**src/rtl/cselector_pkg.sv**
```systemverilog
// Shared types and helpers for the N-way click selector and its delay counter.
package cselector_pkg;

    typedef enum logic [2:0] {
        IDLE,
        FIRE,
        DLY,
        DRV,
        WAIT
    } state_e;

    localparam int unsigned JOIN_ANY = 0;
    localparam int unsigned JOIN_ALL = 1;

    // Bits needed to hold values 0..delay, never less than one.
    function automatic int unsigned cnt_width(input int unsigned delay);
        return (delay + 1 <= 2) ? 1 : $clog2(delay + 1);
    endfunction

endpackage

```
**src/rtl/cselector_delay_cnt.sv**
```systemverilog
// Loadable down-counter standing in for the fixed settle-delay element.
module cselector_delay_cnt
    import cselector_pkg::*;
#(
    parameter int unsigned DELAY = 2
) (
    input  logic clk,
    input  logic rst,
    input  logic load,
    output logic done
);

    localparam int unsigned CW = cnt_width(DELAY);

    logic [CW-1:0] count;
    logic [CW-1:0] count_d;

    // Load DELAY-1 so done is seen on the DELAY-th cycle after the load edge.
    always_comb begin
        count_d = count;
        if (load) begin
            count_d = CW'(DELAY - 1);
        end else if (count != '0) begin
            count_d = count - CW'(1);
        end
    end

    always_ff @(posedge clk or negedge rst) begin
        if (!rst) begin
            count <= '0;
            done  <= 1'b1;
        end else begin
            count <= count_d;
            done  <= (count_d == '0);
        end
    end

endmodule

```
**src/rtl/cselectorn_cache_sync.sv**
```systemverilog
// Clocked N-way click selector: accepts an upstream drive, fans it out to the
// valid downstream channels after a settle delay, then joins their frees.
module cselectorn_cache_sync
    import cselector_pkg::*;
#(
    parameter int unsigned N        = 4,
    parameter int unsigned DELAY    = 2,
    parameter int unsigned JOIN_ALL = 0
) (
    input  logic         clk,
    input  logic         rst,
    input  logic         i_drive,
    output logic         o_free,
    output logic         o_fire,
    input  logic [N-1:0] i_valid,
    output logic [N-1:0] o_driveNext,
    input  logic [N-1:0] i_freeNext,
    output logic         o_busy,
    output logic         o_skip,
    output logic         o_overrun
);

    state_e       state, state_d;
    logic         pending, pending_d;
    logic [N-1:0] mask, mask_d;
    logic [N-1:0] join_vec, join_d;
    logic         cnt_load, cnt_done;
    logic         overrun_d, fire_d, busy_d, skip_d;
    logic [N-1:0] drive_d;

    cselector_delay_cnt #(
        .DELAY (DELAY)
    ) u_delay_cnt (
        .clk  (clk),
        .rst  (rst),
        .load (cnt_load),
        .done (cnt_done)
    );

    always_comb begin
        state_d   = state;
        pending_d = pending;
        mask_d    = mask;
        join_d    = join_vec;
        cnt_load  = 1'b0;
        overrun_d = 1'b0;
        fire_d    = 1'b0;
        busy_d    = 1'b0;
        skip_d    = 1'b0;
        drive_d   = '0;

        // A drive arriving mid-transaction is buffered once, then dropped.
        if (state != IDLE && i_drive) begin
            if (!pending) begin
                pending_d = 1'b1;
            end else begin
                overrun_d = 1'b1;
            end
        end

        case (state)
            IDLE: begin
                if (i_drive || pending) begin
                    state_d   = FIRE;
                    pending_d = pending && i_drive;
                end
            end
            FIRE: begin
                cnt_load = 1'b1;
                state_d  = DLY;
            end
            DLY: begin
                if (cnt_done) begin
                    mask_d  = i_valid;
                    state_d = DRV;
                end
            end
            DRV: begin
                if (mask == '0) begin
                    state_d = IDLE;
                end else begin
                    join_d  = mask;
                    state_d = WAIT;
                end
            end
            WAIT: begin
                if (JOIN_ALL == cselector_pkg::JOIN_ALL) begin
                    join_d = join_vec & ~i_freeNext;
                    if (join_d == '0) begin
                        state_d = IDLE;
                    end
                end else if ((i_freeNext & mask) != '0) begin
                    state_d = IDLE;
                end
            end
            default: begin
                state_d = IDLE;
            end
        endcase

        // Outputs are precomputed from the next state so they leave a flop.
        fire_d  = (state_d == FIRE);
        busy_d  = (state_d != IDLE);
        drive_d = (state_d == DRV) ? mask_d : '0;
        skip_d  = (state_d == DRV) && (mask_d == '0);
    end

    always_ff @(posedge clk or negedge rst) begin
        if (!rst) begin
            state       <= IDLE;
            pending     <= 1'b0;
            mask        <= '0;
            join_vec    <= '0;
            o_fire      <= 1'b0;
            o_free      <= 1'b0;
            o_busy      <= 1'b0;
            o_driveNext <= '0;
            o_skip      <= 1'b0;
            o_overrun   <= 1'b0;
        end else begin
            state       <= state_d;
            pending     <= pending_d;
            mask        <= mask_d;
            join_vec    <= join_d;
            o_fire      <= fire_d;
            o_free      <= fire_d;
            o_busy      <= busy_d;
            o_driveNext <= drive_d;
            o_skip      <= skip_d;
            o_overrun   <= overrun_d;
        end
    end

endmodule

```
**config.mk**
```make
export PLATFORM = sky130hd
export DESIGN_NAME = cselectorn_cache_sync
export DESIGN_NICKNAME = d
export VERILOG_FILES = /design/src/rtl/cselector_pkg.sv /design/src/rtl/cselector_delay_cnt.sv /design/src/rtl/cselectorn_cache_sync.sv
export SDC_FILE = /design/constraint.sdc
export NUM_CORES = 1
export LEC_CHECK = 0
export BUFFER_PORTS_ARGS = -buffer_cell sky130_fd_sc_hd__buf_2
export CAP_MARGIN = 10
export CORE_MARGIN = 5
export CORE_UTILIZATION = 53
export CTS_CLUSTER_SIZE = 30
export DETAILED_ROUTE_END_ITERATION = 7
export GPL_ROUTABILITY_DRIVEN = 0
export PLACE_DENSITY = 0.78
export SLEW_MARGIN = 20
export SYNTH_ARGS = -nofsm -noshare
export SYNTH_HDL_FRONTEND = slang
export SYNTH_HIERARCHICAL = 1
export SYNTH_SLANG_ARGS = --single-unit
```
**constraint.sdc**
```tcl
create_clock -name clk -period 2.3 [get_ports clk]
set_input_delay 0.46 -clock clk [delete_from_list [all_inputs] [get_ports clk]]
set_output_delay 0.46 -clock clk [all_outputs]
set_load 0.01 [all_outputs]
```
==> results.json <==
{
  "fillers": 104,
  "seq_area_frac_synth_pct": 62.5,
  "core_sq_um": 1330,
  "fmax_mhz": 680,
  "use_met1_pct": 15.4,
  "clk_latency_ns": 0.29,
  "grt_util_met3_pct": 3.38,
  "drc_errors": 0,
  "drt-vias-per-instance": 5.25,
  "path_buf_inv": 0,
  "rsz0062_at_grt": "false",
  "dr.first_iter.drc_count": 14,
  "antenna_found_initial": 0,
  "drt-total-wl_mm": 1.26,
  "clock-sinks": 19,
  "num_io_pins": 20,
  "cts_tree": "built",
  "synth_area_per_cell_sq_um": 12.9,
  "status": "finished, final reports clean",
  "clockPowerShare_pct": 30.8,
  "hold_path.class": "in -> async",
  "cts_setup_buffers": 0,
  "yosys_warnings": 6,
  "intPower_w": 0.000410,
  "grt.total_usage_pct": 13.8,
  "power_w": 0.000511,
  "pwr-share-seq_pct": 65.5,
  "cts_hold_buf": 0,
  "ys_async_sr_fraction_pct": 100,
  "ys_types": 26,
  "setup_viol": 0,
  "max_stage_delay_ns": 0.55,
  "path_max_fanout": 10,
  "cp.arrival_ns": 1.64,
  "critical-path-slowest-cell": "and4bb_1",
  "die_h_um": 48.0,
  "wl_per_cell_um": 13.6,
  "cap_violations": 0,
  "worst_slew_pin_slew_ns": 0.407,
  "preCtsSetupSlack_ns": 0.847,
  "syn-num-nets": 70,
  "p_sw_w": 0.000102,
  "synth-seq-cells": 19,
  "sw_frac_of_total_pct": 19.9,
  "placed_area_sq_um": 848,
  "utilization_pct": 65.6,
  "synth-edff-count": 0,
  "finalWorstSetupSlack_ns": 0.829,
  "drtAntennaViolNets": 0,
  "cts_max_path_buffers": 2,
  "cts-root-buf": "clkbuf_4",
  "use_met2_pct": 23.5,
  "hold_viol": 0,
  "vias": 488,
  "fin_crit_ns": 1.47,
  "worstSetupStartpointType": "flip-flop",
  "grt.busiest_layer": "met2",
  "drt-pass1-iter-count": 5,
  "fp.dieArea_sq_um": 2300,
  "slew_headroom_pct": 72.9,
  "finClkSkew_ns": 0.00739,
  "layout-drive-gt1-share_pct": 41.0,
  "powerDensity_nw_per_um2": 585,
  "grt_pass1_vias": 489,
  "cts_buffers": 3,
  "syn_inst": 59,
  "p_leak_nw": 0.456,
  "h-tree-depth": 1,
  "worst_setup_path_end_kind": "flip-flop",
  "initial_core_util_pct": 57.2,
  "ys.flop_type": "dfrtp_1",
  "comb_power_share_pct": 3.7,
  "cp_top_family": "simple AND/OR/NAND/NOR gates",
  "grt_max_degree": 20,
  "clk_pin_slew_ns": 0.10,
  "fin_nets": 90,
  "design_area_sq_um": 875,
  "period_share_pct": 64.0,
  "numPortBuffers": 19,
  "grt_first_pass_wirelength_mm": 2.07,
  "overflow": 0,
  "finalMaxSlewViolations": 0,
  "cp_data_required_time_ns": 2.47,
  "antenna-diode-count": 0,
  "rows": 13,
  "crit_path_cell_trace": "and4bb_1, mux2_4",
  "peakVddDrop_uv": 438,
  "dieWidth_um": 48.0,
  "ctsResizeCount": 0,
  "hpwl_um": 989,
  "critPathKind": "reg -> reg",
  "netlist_area_sq_um": 763,
  "setup_tns_ns": 0,
  "syn_to_final_growth_pct": 14.6
}
[metal layers]
metal / share of wire, % / up-vias
met4: 0.95 / 0
met1: 42 / 235
li1: - / 240
met3: 5.5 / 2
met2: 51 / 11
met5: 0 / -
[power groups by stage]
stage | sequential [W] | combinational, W | clock (W)
2_1_floorplan | 0.000342 | 0.00000139 | 0
3_3_place_gp | 0.000341 | 0.0000195 | 0
3_5_place_dp | 0.000341 | 0.0000197 | 0
4_1_cts | 0.000335 | 0.0000196 | 0.000164
5_1_grt | 0.000335 | 0.0000226 | 0.000180
6_report | 0.000335 | 0.0000192 | 0.000157
[final timing paths]
path                                      start                to  slack, ns  cells after the start
setup / recovery                       state[0]           mask[2]       0.83                      2
hold / removal                              rst    o_driveNext[1]       0.08                      1
setup reg to reg                       state[0]           mask[2]       0.83                      2
hold reg to reg            u_delay_cnt/count[1]  u_delay_cnt/done       0.43                      1
max in group asynchronous                   rst  u_delay_cnt/done       1.90                      1
min in group clk                     i_valid[3]    o_driveNext[3]       0.42                      2
[cell type report]
class,count,area (sq um),share of cell area [%]
flip-flops and latches,19,477,54.5
multi-input cells,35,254,29.0
repair buffers,19,95.1,10.9
clock buffers,4,26.3,3.00
well taps,15,18.8,2.15
inverters,1,3.75,0.429
[cell usage after synthesis, types with 2 or more instances]
cell type | count | share of area, %
a22oi_1 | 2 | 2.0
and2_2 | 5 | 4.9
buf_2 | 2 | 1.3
dfrtp_1 | 18 | 59
mux2_4 | 4 | 7.9
nand2_1 | 3 | 1.5
nor2_1 | 6 | 3.0
[sequential cells by signal, summed over array words and instances (netlist names)]
signal,cells
pending,1
state,3
u_delay_cnt/done,1
mask,4
o_driveNext,4
o_overrun,1
o_busy,1
o_fire,1
o_skip,1
u_delay_cnt/count,2
[cell families after synthesis]
group / share of synthesized area, %
DFF: 62.5
buffers and inverters: 4.26
xor gates and xnor gates: 1.15
muxes: 7.87
AOI/OAI and AO/OA: 5.41
and+or+nand+nor: 18.9
[layout by cell type, fill, tap and decap left out]
master / synthesis / final
or4_1: 1 / 1
nor3b_1: 1 / 1
nand4_1: 1 / 1
clkbuf_1: 0 / 1
clkbuf_4: 0 / 3
nor2_1: 6 / 6
and2b_1: 1 / 1
nand2_1: 3 / 3
dfstp_2: 1 / 1
xnor2_1: 1 / 1
a22oi_1: 2 / 2
inv_1: 1 / 1
dfrtp_1: 18 / 18
o41ai_1: 1 / 1
buf_2: 2 / 19
o21ai_0: 1 / 1
or2_1: 1 / 1
a21o_1: 1 / 1
a21oi_1: 1 / 1
and2_2: 5 / 5
nand4b_1: 1 / 1
mux2_4: 4 / 4
nor4_1: 1 / 1
nand3_1: 1 / 1
and4bb_1: 1 / 1
nor3_1: 1 / 1
[through the flow]
stage,std cells,hold WS [ns]
5_1_grt,93,0.107
4_1_cts,93,0.0882
3_5_place_dp,89,0.411
2_1_floorplan,59,0.164
3_3_place_gp,89,0.408
6_report,93,0.0835
[worst reg2reg max path: stages, from the launching register on]
cell      delay (ns)
dfrtp_1         0.47
and4bb_1        0.55
mux2_4          0.34
(Power assumes the default switching activity.)
